`src/rtl/rggen_rtl_pkg.sv`:
```
// Shared definitions for the rggen APB initiator: FSM state encoding and
// response status codes.
package rggen_rtl_pkg;

  typedef enum logic [1:0] {
    ST_IDLE     = 2'd0,
    ST_SETUP    = 2'd1,
    ST_ACCESS   = 2'd2,
    ST_RESPONSE = 2'd3
  } apb_state_e;

  localparam logic [1:0] STATUS_OKAY   = 2'b00;
  localparam logic [1:0] STATUS_SLVERR = 2'b10;
  localparam logic [1:0] STATUS_ERROR  = 2'b11;

endpackage

```
`src/rtl/rggen_apb_initiator_timer.sv`:
```
// ACCESS-phase watchdog: a down-counter that is loaded in SETUP, counts ACCESS
// cycles and flags the last allowed cycle. Used only with RGGEN_APB_INITIATOR_TIMEOUT_EN.
module rggen_apb_initiator_timer #(
  parameter int TIMEOUT_CYCLES = 255
) (
  input  logic clk,
  input  logic rst_n,
  input  logic i_load,
  input  logic i_active,
  output logic o_expired
);

  localparam int CNT_W = $clog2(TIMEOUT_CYCLES + 1);

  logic [CNT_W-1:0] r_count;

  // Loaded with N-1 so the terminal count lines up with the Nth ACCESS cycle.
  always_ff @(posedge clk or negedge rst_n) begin
    if (!rst_n) begin
      r_count <= '0;
    end else if (i_load) begin
      r_count <= CNT_W'(TIMEOUT_CYCLES - 1);
    end else if (i_active && (r_count != '0)) begin
      r_count <= r_count - 1'b1;
    end
  end

  assign o_expired = i_active && (r_count == '0);

endmodule

```
`src/rtl/rggen_apb_initiator.sv`:
```
// Command-to-APB bridge: turns a valid/ready command into one APB transfer and
// returns a valid/ready response. ACCESS timeout enabled by RGGEN_APB_INITIATOR_TIMEOUT_EN.
//
// state    | meaning
// IDLE     | ready for a command
// SETUP    | psel=1, penable=0 for one cycle
// ACCESS   | psel=1, penable=1 until pready (or timeout)
// RESPONSE | response valid until consumed
module rggen_apb_initiator
  import rggen_rtl_pkg::*;
#(
  parameter int         DATA_WIDTH     = 32,
  parameter int         ADDRESS_WIDTH  = 16,
  parameter logic [2:0] PPROT          = 3'b000,
  parameter int         TIMEOUT_CYCLES = 255
) (
  input  logic                       clk,
  input  logic                       rst_n,
  input  logic                       i_command_valid,
  output logic                       o_command_ready,
  input  logic                       i_write,
  input  logic                       i_read,
  input  logic [ADDRESS_WIDTH-1:0]   i_address,
  input  logic [DATA_WIDTH-1:0]      i_write_data,
  input  logic [DATA_WIDTH/8-1:0]    i_write_strobe,
  output logic                       o_response_valid,
  input  logic                       i_response_ready,
  output logic [DATA_WIDTH-1:0]      o_read_data,
  output logic [1:0]                 o_status,
  output logic [ADDRESS_WIDTH-1:0]   o_paddr,
  output logic [2:0]                 o_pprot,
  output logic                       o_psel,
  output logic                       o_penable,
  output logic                       o_pwrite,
  output logic [DATA_WIDTH-1:0]      o_pwdata,
  output logic [DATA_WIDTH/8-1:0]    o_pstrb,
  input  logic                       i_pready,
  input  logic [DATA_WIDTH-1:0]      i_prdata,
  input  logic                       i_pslverr
);

  localparam int STRB_WIDTH = DATA_WIDTH / 8;
  localparam logic [ADDRESS_WIDTH-1:0] ADDR_MASK = ADDRESS_WIDTH'(STRB_WIDTH - 1);

  apb_state_e                r_state;
  logic                      r_psel;
  logic                      r_penable;
  logic                      r_pwrite;
  logic [ADDRESS_WIDTH-1:0]  r_paddr;
  logic [DATA_WIDTH-1:0]     r_pwdata;
  logic [STRB_WIDTH-1:0]     r_pstrb;
  logic                      r_response_valid;
  logic [DATA_WIDTH-1:0]     r_read_data;
  logic [1:0]                r_status;
  logic                      w_legal;
  logic                      w_timeout;

  assign w_legal = i_read ^ i_write;

`ifdef RGGEN_APB_INITIATOR_TIMEOUT_EN
  rggen_apb_initiator_timer #(
    .TIMEOUT_CYCLES (TIMEOUT_CYCLES)
  ) u_timer (
    .clk       (clk),
    .rst_n     (rst_n),
    .i_load    (r_state == ST_SETUP),
    .i_active  (r_state == ST_ACCESS),
    .o_expired (w_timeout)
  );
`else
  assign w_timeout = 1'b0;
`endif

  always_ff @(posedge clk or negedge rst_n) begin
    if (!rst_n) begin
      r_state          <= ST_IDLE;
      r_psel           <= 1'b0;
      r_penable        <= 1'b0;
      r_pwrite         <= 1'b0;
      r_paddr          <= '0;
      r_pwdata         <= '0;
      r_pstrb          <= '0;
      r_response_valid <= 1'b0;
      r_read_data      <= '0;
      r_status         <= STATUS_OKAY;
    end else begin
      case (r_state)
        ST_IDLE: begin
          if (i_command_valid && w_legal) begin
            r_state  <= ST_SETUP;
            r_psel   <= 1'b1;
            r_pwrite <= i_write;
            r_paddr  <= i_address & ~ADDR_MASK;
            r_pwdata <= i_write ? i_write_data : '0;
            r_pstrb  <= i_write ? i_write_strobe : '0;
          end else if (i_command_valid) begin
            // Malformed command: answer with an error, never touch the bus.
            r_state          <= ST_RESPONSE;
            r_response_valid <= 1'b1;
            r_read_data      <= '0;
            r_status         <= STATUS_ERROR;
          end
        end
        ST_SETUP: begin
          r_state   <= ST_ACCESS;
          r_penable <= 1'b1;
        end
        ST_ACCESS: begin
          if (i_pready) begin
            r_state          <= ST_RESPONSE;
            r_psel           <= 1'b0;
            r_penable        <= 1'b0;
            r_response_valid <= 1'b1;
            r_read_data      <= r_pwrite ? '0 : i_prdata;
            r_status         <= i_pslverr ? STATUS_SLVERR : STATUS_OKAY;
          end else if (w_timeout) begin
            r_state          <= ST_RESPONSE;
            r_psel           <= 1'b0;
            r_penable        <= 1'b0;
            r_response_valid <= 1'b1;
            r_read_data      <= '0;
            r_status         <= STATUS_ERROR;
          end
        end
        ST_RESPONSE: begin
          if (i_response_ready) begin
            r_state          <= ST_IDLE;
            r_response_valid <= 1'b0;
          end
        end
        default: r_state <= ST_IDLE;
      endcase
    end
  end

  assign o_command_ready  = (r_state == ST_IDLE);
  assign o_response_valid = r_response_valid;
  assign o_read_data      = r_read_data;
  assign o_status         = r_status;
  assign o_paddr          = r_paddr;
  assign o_pprot          = PPROT;
  assign o_psel           = r_psel;
  assign o_penable        = r_penable;
  assign o_pwrite         = r_pwrite;
  assign o_pwdata         = r_pwdata;
  assign o_pstrb          = r_pstrb;

endmodule

```
`config.mk`:
```
export PLATFORM = sky130hd
export DESIGN_NAME = rggen_apb_initiator
export DESIGN_NICKNAME = d
export VERILOG_FILES = /design/src/rtl/rggen_rtl_pkg.sv /design/src/rtl/rggen_apb_initiator_timer.sv /design/src/rtl/rggen_apb_initiator.sv
export SDC_FILE = /design/constraint.sdc
export NUM_CORES = 1
export LEC_CHECK = 0
export BUFFER_PORTS_ARGS = -buffer_cell sky130_fd_sc_hd__buf_2
export CAP_MARGIN = 25
export CORE_MARGIN = 4
export CORE_UTILIZATION = 49
export DETAILED_ROUTE_END_ITERATION = 16
export PLACE_DENSITY = 0.87
export SLEW_MARGIN = 20
export SYNTH_ARGS = -nofsm -noshare
export SYNTH_HDL_FRONTEND = slang
export SYNTH_HIERARCHICAL = 1
export SYNTH_SLANG_ARGS = --single-unit
```
`constraint.sdc`:
```
create_clock -name clk -period 4 [get_ports clk]
set_input_delay 0 -clock clk [delete_from_list [all_inputs] [get_ports clk]]
set_output_delay 0 -clock clk [all_outputs]
set_load 0.005 [all_outputs]
```
# Word level (Yosys, flattened, before mapping)
# Cells that the tools add are included.
[classes]
eq_ne = 9
muxes = 25
reduce_logical = 11
bitwise = 1
[ops]
columns = ["operator", "n"]
rows = [
  ["two-way mux 32 bit", 5],
  ["case mux 32 bit (2 select lines)", 1],
  ["two-way mux 2 bit", 7],
  ["!= test 2 bit (second input constant)", 4],
  ["case mux 2 bit (4 select lines)", 1],
  ["two-way mux 1 bit", 6],
  ["AND reduction 3 bit", 2],
  ["AND reduction 5 bit", 1],
  ["== test 2 bit (second input constant)", 2],
  ["two-way mux 4 bit", 1],
  ["case mux 1 bit (2 select lines)", 2],
  ["case mux 2 bit (2 select lines)", 1],
  ["AND reduction 2 bit", 2],
  ["AND reduction 4 bit", 1],
  ["nonzero test 2 bit", 2],
  ["!= test 3 x 2 -> 1 bit (second input constant)", 1],
  ["case mux 1 bit (3 select lines)", 1],
  ["nonzero test 3 bit", 1],
  ["== test 2 x 1 -> 1 bit (second input constant)", 1],
  ["logical NOT 2 bit", 1],
  ["!= test 2 x 1 -> 1 bit (second input constant)", 1],
  ["logical AND 1 bit", 1],
  ["XOR 1 bit", 1],
]
[word_totals]
wordCells = 56
output_inout_bits = 94
ff_bits = 90
input_bits = 92

# Logic depth before layout (Yosys ltp)
# Gate-level depths: netlist (run 1).
[depth]
ltp_word = 4
ltp_mapped = 8
ltp_nobuf = 6

# Least setup slack after synthesis (run 1)
# OpenSTA, ideal clock, no wires.
[synth_path]
path_kind = "register to register"
startpoint = "register r_state[0]"
endpoint = "register r_read_data[10], in the netlist o_read_data[10]"
path_slack_ns = 2.357
t_required_ns = 3.883
path_stages_with_launch = 9
path_buffers = 2
period_less_slack_ns = 1.643
arrival_ns = 1.527
cell_sequence = "dfrtp_1 > inv_1 > ha_1 > nand2_1 > o31a_1 > buf_2 > buf_4 > nand2_1 > nand2_1"
[synth_via]
elab_chain_cells = 3
elab_cells_between_ends = 8
cone_classes = "4 x eq/ne; 1 x mux; 3 x reduce/logical"
[synth_rtl]
columns = ["element", "line_no", "rtl"]
rows = [
  ["start: declaration", "rggen_apb_initiator.sv:45", "apb_state_e r_state;"],
  ["start signal: assignment", "rggen_apb_initiator.sv:76", "r_state <= ST_IDLE;"],
  ["start signal: assignment", "rggen_apb_initiator.sv:90", "r_state <= ST_SETUP;"],
  ["start signal: assignment", "rggen_apb_initiator.sv:98", "r_state <= ST_RESPONSE;"],
  ["logical NOT 2 bit (*)", "n/a", ""],
  ["named net o_command_ready", "rggen_apb_initiator.sv:20", "output logic o_command_ready,"],
  ["!= test 2 bit (no source line) / nonzero test 2 bit (equally long branches)", "n/a", ""],
  ["AND reduction 4 bit (no source line)", "n/a", ""],
  ["end signal: assignment", "rggen_apb_initiator.sv:114", "r_read_data <= r_pwrite ? '0 : i_prdata;"],
  ["end: declaration", "rggen_apb_initiator.sv:53", "logic [DATA_WIDTH-1:0] r_read_data;"],
]
# Mark *: on every way through the listed nets, which the timed path passes. The rest lies on a longest branch.
# A chain may end at the register's enable or synchronous reset.

# Worst setup path after layout (run 1)
[layout_path]
startpoint = "register r_state[0]"
endpoint = "register r_read_data[18], in the netlist o_read_data[18]"
[layout_via]
elab_chain_cells = 3
elab_cells_between_ends = 8
cone_classes = "4 x eq/ne; 1 x mux; 3 x reduce/logical"
[layout_rtl]
columns = ["element", "line_no", "rtl"]
rows = [
  ["== test 2 bit / logical NOT 2 bit (equally long branches)", "rggen_apb_initiator.sv:87", "case (r_state)"],
  ["!= test 2 bit (no source line) / nonzero test 2 bit (equally long branches)", "n/a", ""],
  ["AND reduction 4 bit (no source line)", "n/a", ""],
]
# Several ways; a longest one is shown, not always the timed one.

==> results of run 1 <==
[cell type report]
cell class | instances | area, µm² | area share (%)
Clock buffer | 9 | 124 | 2.14
Clock inverter | 7 | 77.6 | 1.34
Inverter | 8 | 30.0 | 0.519
Multi-Input combinational cell | 255 | 1360 | 23.5
Sequential cell | 90 | 2250 | 38.9
Tap cell | 99 | 124 | 2.14
Timing Repair Buffer | 267 | 1820 | 31.5
[per-layer routing]
layer / global-route usage [%] / vias to the layer above / routed length, µm
met5: 0 / - / 0
met4: 10.4 / 0 / 254
met3: 9.15 / 33 / 1390
met2: 47.1 / 243 / 6160
met1: 32.0 / 1809 / 4510
li1: - / 1720 / -
[cell families after synthesis]
family                     count (synthesis)  synth area share (%)
adders and majority gates                  5                  1.66
and+or+nand+nor                          179                  19.4
muxes                                     16                  6.24
buffers and inverters                     37                  5.04
AOI/OAI and AO/OA                         49                  7.40
DFF                                       90                  59.7
xor gates and xnor gates                   1                 0.431
other                                      1                0.0994
[worst min-delay path by stage]
stage / startpoint / endpoint / slack, ns / cells after the start
after floorplan: rst_n / o_paddr[10] / -0.30 / 0
after global placement: i_prdata[29] / o_read_data[29] / 0.22 / 3
after detailed placement: rst_n / o_read_data[4] / 0.008 / 1
after CTS: i_command_valid / r_state[1] / 0.05 / 4
after global routing: i_command_valid / r_state[1] / 0.09 / 4
final: i_command_valid / r_state[1] / 0.07 / 4
[critical path: stages (launching register included)]
cell,delay [ns]
dfrtp_1,0.41
inv_1,0.13
ha_1,0.33
nor2b_1,0.35
o31a_1,0.50
buf_6,0.27
nand2_1,0.10
nand2_1,0.07
[registers in the layout, indices dropped and copies added (netlist names)]
register and flops:
o_pwdata 32, o_response_valid 1, o_psel 1, o_status 2, r_state 2, o_pwrite 1
o_read_data 32, o_penable 1, o_pstrb 4, o_paddr 14
[power by group through the flow]
stage	clock network, mW	registers (mW)	logic (mW)
after floorplan	0	1.60	0.668
after global placement	0	1.54	1.27
after detailed placement	0	1.57	1.36
after CTS	0.636	1.56	1.43
after global routing	0.673	1.62	1.63
final	0.626	1.58	1.47
[through the flow]
step,cells,power (mW)
after detailed placement,633,2.93
after global placement,630,2.81
final,735,3.68
after floorplan,382,2.27
after global routing,735,3.92
after CTS,734,3.63
[timing repair]
action / CTS / global route
endpoints found under the setup margin: 0 / 0
endpoints found under the hold margin: 123 / 0
hold buffers: 85 / 0
[layout by cell type (no fill, tap or decap), types with 5 or more instances in the layout]
master / count
buf_2: 177
nand2_1: 139
dfrtp_1: 90
dlygate4sd3_1: 85
nand3_1: 33
o21ai_0: 31
mux2_4: 15
o21ai_1: 10
clkbuf_8: 9
inv_1: 8
ha_1: 5
conb_1: 5
==> run metrics, run 1 <==
Startpoint Class=flop; Area Growth Syn to Fin=53.5%; final hold vios=0; TritonCTS Buffers=9; CTS tree=yes; cell taking the most area after synthesis=dfrtp_1; nets@finish=728; PwrDens=635 nW/µm²; VDD IR max=0.433 mV; minimum clock period=2.22 ns; number of global-route vias before repair=4031; worst setup path endpoint=o_read_data[18]; Post-Synthesis Cells=378; Synth Register Bits=90; core box area=7370 µm²; layout cells sized above 1=34.1%; Die ar.=9160 µm²; Post-DP Area=4710 µm²; P_leak=3.21 nW; Setup Skew=0.0124 ns; Reg-to-Reg End=o_read_data[18]; most frequent cells after synthesis=139 x nand2_1, 90 x dfrtp_1, 33 x nand3_1; DIE WIDTH=95.7 µm; Least-Margin Pin Slew=0.731 ns; Setup crit end kind=flop; Hold/Removal Path Class=input port to flop; worst-path maximum fanout=22; Post-Syn Area=3770 µm²; Die Span Y=95.7 µm; part of the power in combinational logic=40.0%; residual DRC count=0; Setup WS post-layout=1.78 ns; Setup CP Type=flop to flop; IO Port Bufs=178; status=complete, no violations; largest net degree at the start of global routing=90; fillcell total=429; DRT iter0 DRCs=174; # rows=31; initial antenna violation count=0; Synth top area share=59.7%; Total Wirelength=12.3 mm; number of synthesized flops with an enable pin=0; final instance area=5790 µm²; worst reg2reg path startpoint=r_state[0]; FF-to-FF path depth=7; r2r setup slk=1.78 ns; Setup WS pre-CTS=1.52 ns; CP arrival=2.50 ns; Synth area leaders=dfrtp_1 60%, nand2_1 14%, mux2_4 6.0%; Slew Limit Fails=0; Reg power frac=42.9%; hold_ws=0.0711 ns; Vias=3805; Yosys cell types=27; H-tree levels=3; Post-synth ARST share=100%; switching pwr=1.36 mW; Clk pin slew, worst setup/hold paths=0.08 ns; GPL Wtd Cong=0.806; clk root buf=clkbuf_8; first-pass GRT wire length=19.3 mm; launch point of the worst path=r_state[0]; worst skew pair latency=0.35 ns; fin util=78.5%; Sw Ratio=36.9%; final setup TNS=0 ns; Antenna Cells=0; RSZ-0062 raised after global routing=false; First-pass DRT Iterations=4; Seq/Total Area, Yosys=59.7%; Initial Utilization=51.2%; Congestion Overflow GR=0; Max Clk Rate=0.450 GHz; most common cell in the netlist=nand2_1; Post-CTS Resized=0; final setup vio count=0; Avg Inst Size Synth=9.98 µm²; clock share of power=17.0%; GRT Util Overall=27.5%; Vias/cell=5.18; Slew HR=51.2%; fin crit share=55.6%; clk buf depth=2; postcts setup bufs=0; Top FF cell, synth=dfrtp_1; Syn. warnings=6; CP required=4.28 ns; routed len/inst=16.8 µm; clk sinks=90; maximum capacitance violations=0; Final HPWL DP=7.07 mm; Post-DRT Antenna Nets=0; I/O pins=186; P_int=2.32 mW
No activity file was read; power rests on OpenSTA's default activity.
==> run 2: changes to the inputs <==
Settings changed: CORE_UTILIZATION 49 to 41, PLACE_DENSITY 0.87 to 0.78.
Clock period 4 ns to 2.03 ns, I/O delays scaled along.
==> run 2 against run 1 <==
Via count is 4.3% lower. Combinational power is 98% higher. Die area is 18% higher. Clock skew is 0.0027 ns lower. Routed wire length is 7.5% lower. Non-clock buffer count is 5 higher. Power is 100% higher. Cell count is 1.9% higher. Clock power is 140% higher. Sequential power is 96% higher. Hold slack better by 0.0078 ns. Largest cell class unchanged.
==> run metrics, run 2 (synthesis gave the netlist of run 1 again) <==
status=complete, no violations; routed len/inst=15.2 µm; VDD IR max=0.659 mV; clk buf depth=2; area of the multi-input gates=1350 µm²; fin crit share=89.1%; Startpoint Class=flop; largest net degree at the start of global routing=65; clk root buf=clkbuf_8; Initial Utilization=42.6%; DRT iter0 DRCs=154; I/O pins=186; hold_buf cts=85; hold_ws=0.0789 ns; Final HPWL DP=6.72 mm; CP arrival=2.07 ns; Die ar.=10800 µm²; WHS Endpoint=r_state[1]; sequential cell area=2250 µm²; Antenna Cells=0; core box area=8850 µm²; Hold/Removal Path Class=input port to flop; postcts setup bufs=0; minimum clock period=1.81 ns; Setup Skew=0.00968 ns; Congestion Overflow GR=0; Max Clk Rate=0.553 GHz; number of global-route vias before repair=3891; GRT Util Overall=21.7%; initial antenna violation count=0; clk sinks=90; most frequent cells in the layout=177 x buf_2, 139 x nand2_1, 90 x dfrtp_1; Die Span Y=104 µm; Slew Limit Fails=0; Total Wirelength=11.4 mm; maximum capacitance violations=0; fillcell total=645; residual DRC count=0; Vias/cell=4.86; worst reg2reg path startpoint=r_state[0]; CP required=2.30 ns; min-delay src=i_command_valid; worst hold stages=4; Setup crit end kind=flop; RSZ-0062 raised after global routing=false; first-pass GRT wire length=19.4 mm; worst-path maximum fanout=34; final setup vio count=0; final hold vios=0; Setup CP Type=flop to flop; TritonCTS Buffers=9; Reg-to-Reg End=o_read_data[2]; Slew HR=57.3%; H-tree levels=3; GPL Wtd Cong=0.736; IO Port Bufs=178; DIE WIDTH=104 µm; Least-Margin Pin Slew=0.641 ns; Vias=3642; First-pass DRT Iterations=4; # rows=34; P_leak=3.26 nW; Clk pin slew, worst setup/hold paths=0.09 ns; Area Growth Syn to Fin=56.4%; final setup TNS=0 ns; r2r setup slk=0.22 ns; CTS tree=yes; FF-to-FF path depth=7; most common cell after layout, fill and taps aside=buf_2; worst skew pair latency=0.34 ns; Post-CTS Resized=0; PwrDens=1270 nW/µm²; layout cells sized above 1=34.5%; Post-DRT Antenna Nets=0; Final Power=7.49 mW; fin util=66.7%; nets@finish=733
run 2: metrics by stage:
step           cells  cell area (µm²)  setup slack, ns
2_1_floorplan    382             3790            0.387
3_3_place_gp     648             4790            0.345
3_5_place_dp     648             4790            0.265
4_1_cts          749             5900            0.245
5_1_grt          749             5900           0.0830
6_report         749             5900            0.222
run 2: area by class of cell:
class	count	area share (%)
Tap cell	108	2.29
Inverter	8	0.509
Sequential cell	90	38.2
Clock buffer	12	2.63
Timing Repair Buffer	272	31.8
Multi-Input combinational cell	255	23.0
Clock inverter	4	1.65
run 2: worst max path at each step:
stage | startpoint | to | slack [ns] | cells after the start
floorplan | r_state[0] | o_read_data[10] | 0.39 | 8
global placement | r_state[0] | o_read_data[8] | 0.35 | 7
detailed placement | r_state[0] | o_response_valid | 0.26 | 6
CTS | r_state[0] | o_read_data[8] | 0.25 | 7
global route | r_state[0] | o_read_data[2] | 0.08 | 7
finish | r_state[0] | o_read_data[2] | 0.22 | 7
run 2: metal layers:
| metal | vias to the layer above | GRT usage (%) | wire length, µm | part of all wire [%] |
|---|---|---|---|---|
| li1 | 1726 | - | - | - |
| met2 | 171 | 37.3 | 5660 | 50 |
| met4 | 0 | 6.93 | 216 | 1.9 |
| met5 | - | 0 | 0 | 0 |
| met1 | 1724 | 26.4 | 4510 | 40 |
| met3 | 21 | 6.08 | 1010 | 8.8 |
run 2: worst max-delay path, cell delays in order, from the launching register on:
cell and delay, ns:
dfrtp_1 0.41, inv_1 0.13, ha_1 0.31, nand2_1 0.15, o31ai_4 0.27, buf_12 0.23
nand3_1 0.12, nand2_1 0.11
run 2: where the power goes:
| part | leakage (nW) | switching [mW] | internal (mW) |
|---|---|---|---|
| clock network | 0.123 | 0.607 | 0.887 |
| registers | 1.16 | 0.465 | 2.62 |
| logic | 1.97 | 1.49 | 1.42 |
==> run 3: changes to the inputs <==
Settings changed: GPL_TIMING_DRIVEN set to 0, SYNTH_HIERARCHICAL 1 to not set.
==> run 3 against run 2 <==
Maximum frequency shrank 3.8%. Clock power shrank 9%. Global-route usage fell by 0.091 points. Highest routed layer unchanged.
==> run metrics, run 3 <==
Top FF cell, synth=dfrtp_1; final setup TNS=0 ns; PwrDens=1230 nW/µm²; Yosys cell types=27; WP buf/inv=2; Synth Register Bits=90; P_leak=3.28 nW; Congestion Overflow GR=0; Synth Area in Simple Gates=19.4%; routed len/inst=14.7 µm; CP peak stage delay=0.38 ns; cell taking the most area after synthesis=dfrtp_1; CP top delay family=buffers and inverters; CP required=2.31 ns; layout cells sized above 1=35.0%; number of global-route vias before repair=3987; VDD IR max=0.638 mV; Critical Path Slowest Stage Cell=dfrtp_1; RSZ-0062 raised after global routing=false; Hold/Removal Path Class=input port to flop; H-tree levels=3; largest net degree at the start of global routing=53; Post-DRT Antenna Nets=0; maximum capacitance violations=0; most common cell in the netlist=nand2_1; Syn. warnings=0; Post-synth ARST share=100%; core box area=8850 µm²; largest family of logic cells by synthesized area=simple AND/OR/NAND/NOR gates; fillcell total=644; Total Wirelength=11.3 mm; GPL Wtd Cong=0.753; Area Growth Syn to Fin=57.4%; most frequent cells after synthesis=139 x nand2_1, 90 x dfrtp_1, 33 x nand3_1; worst-path maximum fanout=10; Setup crit end kind=flop; post-synthesis xor/xnor area fraction=0.431%; nets@finish=754; Initial Utilization=42.6%; Slew Limit Fails=0; Vias=3723; Least-Margin Pin Slew=0.535 ns; first-pass GRT wire length=19.2 mm; DRT iter0 DRCs=120; worst skew pair latency=0.35 ns; Synth Area in Adders=1.66%; number of synthesized flops with an enable pin=0; IO Port Bufs=178; Setup Skew=0.00965 ns; Die ar.=10800 µm²; status=complete, no violations; clk buf depth=2; Post-Synthesis Cells=378; postcts setup bufs=0; most common cell after layout, fill and taps aside=buf_2; compound-gate portion of the synthesized area=7.40%; hold_ws=0.0749 ns; TritonCTS Buffers=9; Setup CP Type=flop to flop; CTS tree=yes; Vias/cell=4.84; I/O pins=186; Clk pin slew, worst setup/hold paths=0.09 ns; Max Clk Rate=0.532 GHz; Synth area leaders=dfrtp_1 60%, nand2_1 14%, mux2_4 6.0%; Startpoint Class=flop; most frequent cells in the layout=181 x buf_2, 139 x nand2_1, 90 x dfrtp_1; CP arrival=2.16 ns; GRT Util Overall=21.6%; First-pass DRT Iterations=5; Post-Syn Area=3770 µm²; minimum clock period=1.88 ns; fin crit share=92.6%; Die Span Y=104 µm; clk sinks=90; final hold vios=0; Antenna Cells=0; clk root buf=clkbuf_8; DIE WIDTH=104 µm; r2r setup slk=0.15 ns; Final HPWL DP=7.40 mm; final setup vio count=0; # rows=34; Avg Inst Size Synth=9.98 µm²; CP cell instances=inv_1 -> ha_1 -> nor2b_4 -> o31ai_4 -> clkbuf_4 -> nand3_1 -> nand2_1; Slew HR=64.3%; post-synthesis mux area share=6.24%; Synth top area share=59.7%; residual DRC count=0; Seq/Total Area, Yosys=59.7%; initial antenna violation count=0
-- run 3: cell count changes in the layout (fill, tap and decap cells not counted), moves of 2 or more --
| cell | delta |
|---|---|
| buf_12 | -5 |
| buf_2 | +4 |
| buf_4 | +4 |
| buf_6 | +2 |
| clkbuf_1 | +12 |
| clkbuf_2 | +3 |
-- run 3: stage by stage --
stage / worst slack, ns / power (mW) / cell area (µm²) / instances / utilization [%]
after detailed placement: 0.109 / 5.82 / 4840 / 669 / 54.7
after global placement: 0.187 / 5.68 / 4810 / 668 / 54.4
after CTS: 0.0804 / 7.31 / 5910 / 770 / 66.8
after global routing: 0.00221 / 7.88 / 5940 / 770 / 67.1
final: 0.151 / 7.33 / 5940 / 770 / 67.1
after floorplan: 0.387 / 4.47 / 3790 / 382 / -
-- run 3: final timing paths --
path | start | endpoint | cells past startpoint
setup / recovery | r_state[0] | o_read_data[2] | 7
hold / removal | i_command_valid | r_state[1] | 4
setup reg to reg | r_state[0] | o_read_data[2] | 7
max in group asynchronous | rst_n | o_pwdata[0] | 3
min in group asynchronous | rst_n | o_read_data[12] | 2
hold reg to reg | o_read_data[31] | o_read_data[31] | 2
-- run 3: power by group --
group	switching [mW]	internal (mW)
sequential	0.457	2.62
clock	0.619	0.729
combinational	1.47	1.43
-- run 3: final cells by class --
cell class	instances	area (µm²)	share of cell area, %
flip-flops and latches	90	2250	37.9
repair buffers	264	1770	29.8
multi-input cells	255	1360	22.9
plain buffers	29	166	2.80
clock buffers	12	145	2.45
well taps	108	135	2.28
clock inverters	4	75.1	1.26
inverters	8	30.0	0.506
-- run 3: worst min-delay path, stage by stage --
cell and delay, ns:
buf_2 0.13, nand3_1 0.09, o211ai_1 0.08, o21ai_0 0.08
-- run 3: cells by family (layout without fill, tap and decap cells) --
| group | after synthesis | in the layout |
|---|---|---|
| DFF | 90 | 90 |
| and+or+nand+nor | 179 | 179 |
| adders and majority gates | 5 | 5 |
| xor gates and xnor gates | 1 | 1 |
| buffers and inverters | 37 | 317 |
| other | 1 | 5 |
| AOI/OAI and AO/OA | 49 | 49 |
| muxes | 16 | 16 |
-- run 3: routing by layer --
layer | up-vias | wire [µm] | global-route usage, %
met2 | 189 | 5590 | 37.5
met3 | 27 | 989 | 6.08
met4 | 0 | 277 | 8.93
li1 | 1769 | - | -
met1 | 1738 | 4490 | 25.1
met5 | - | 0 | 0
-- run 3: what timing repair did --
item                                   in CTS  in global routing
endpoints found under the hold margin     122                  0
resized for setup                           0                 11
hold buffers                               85                  0
setup endpoints to repair                   0                 33
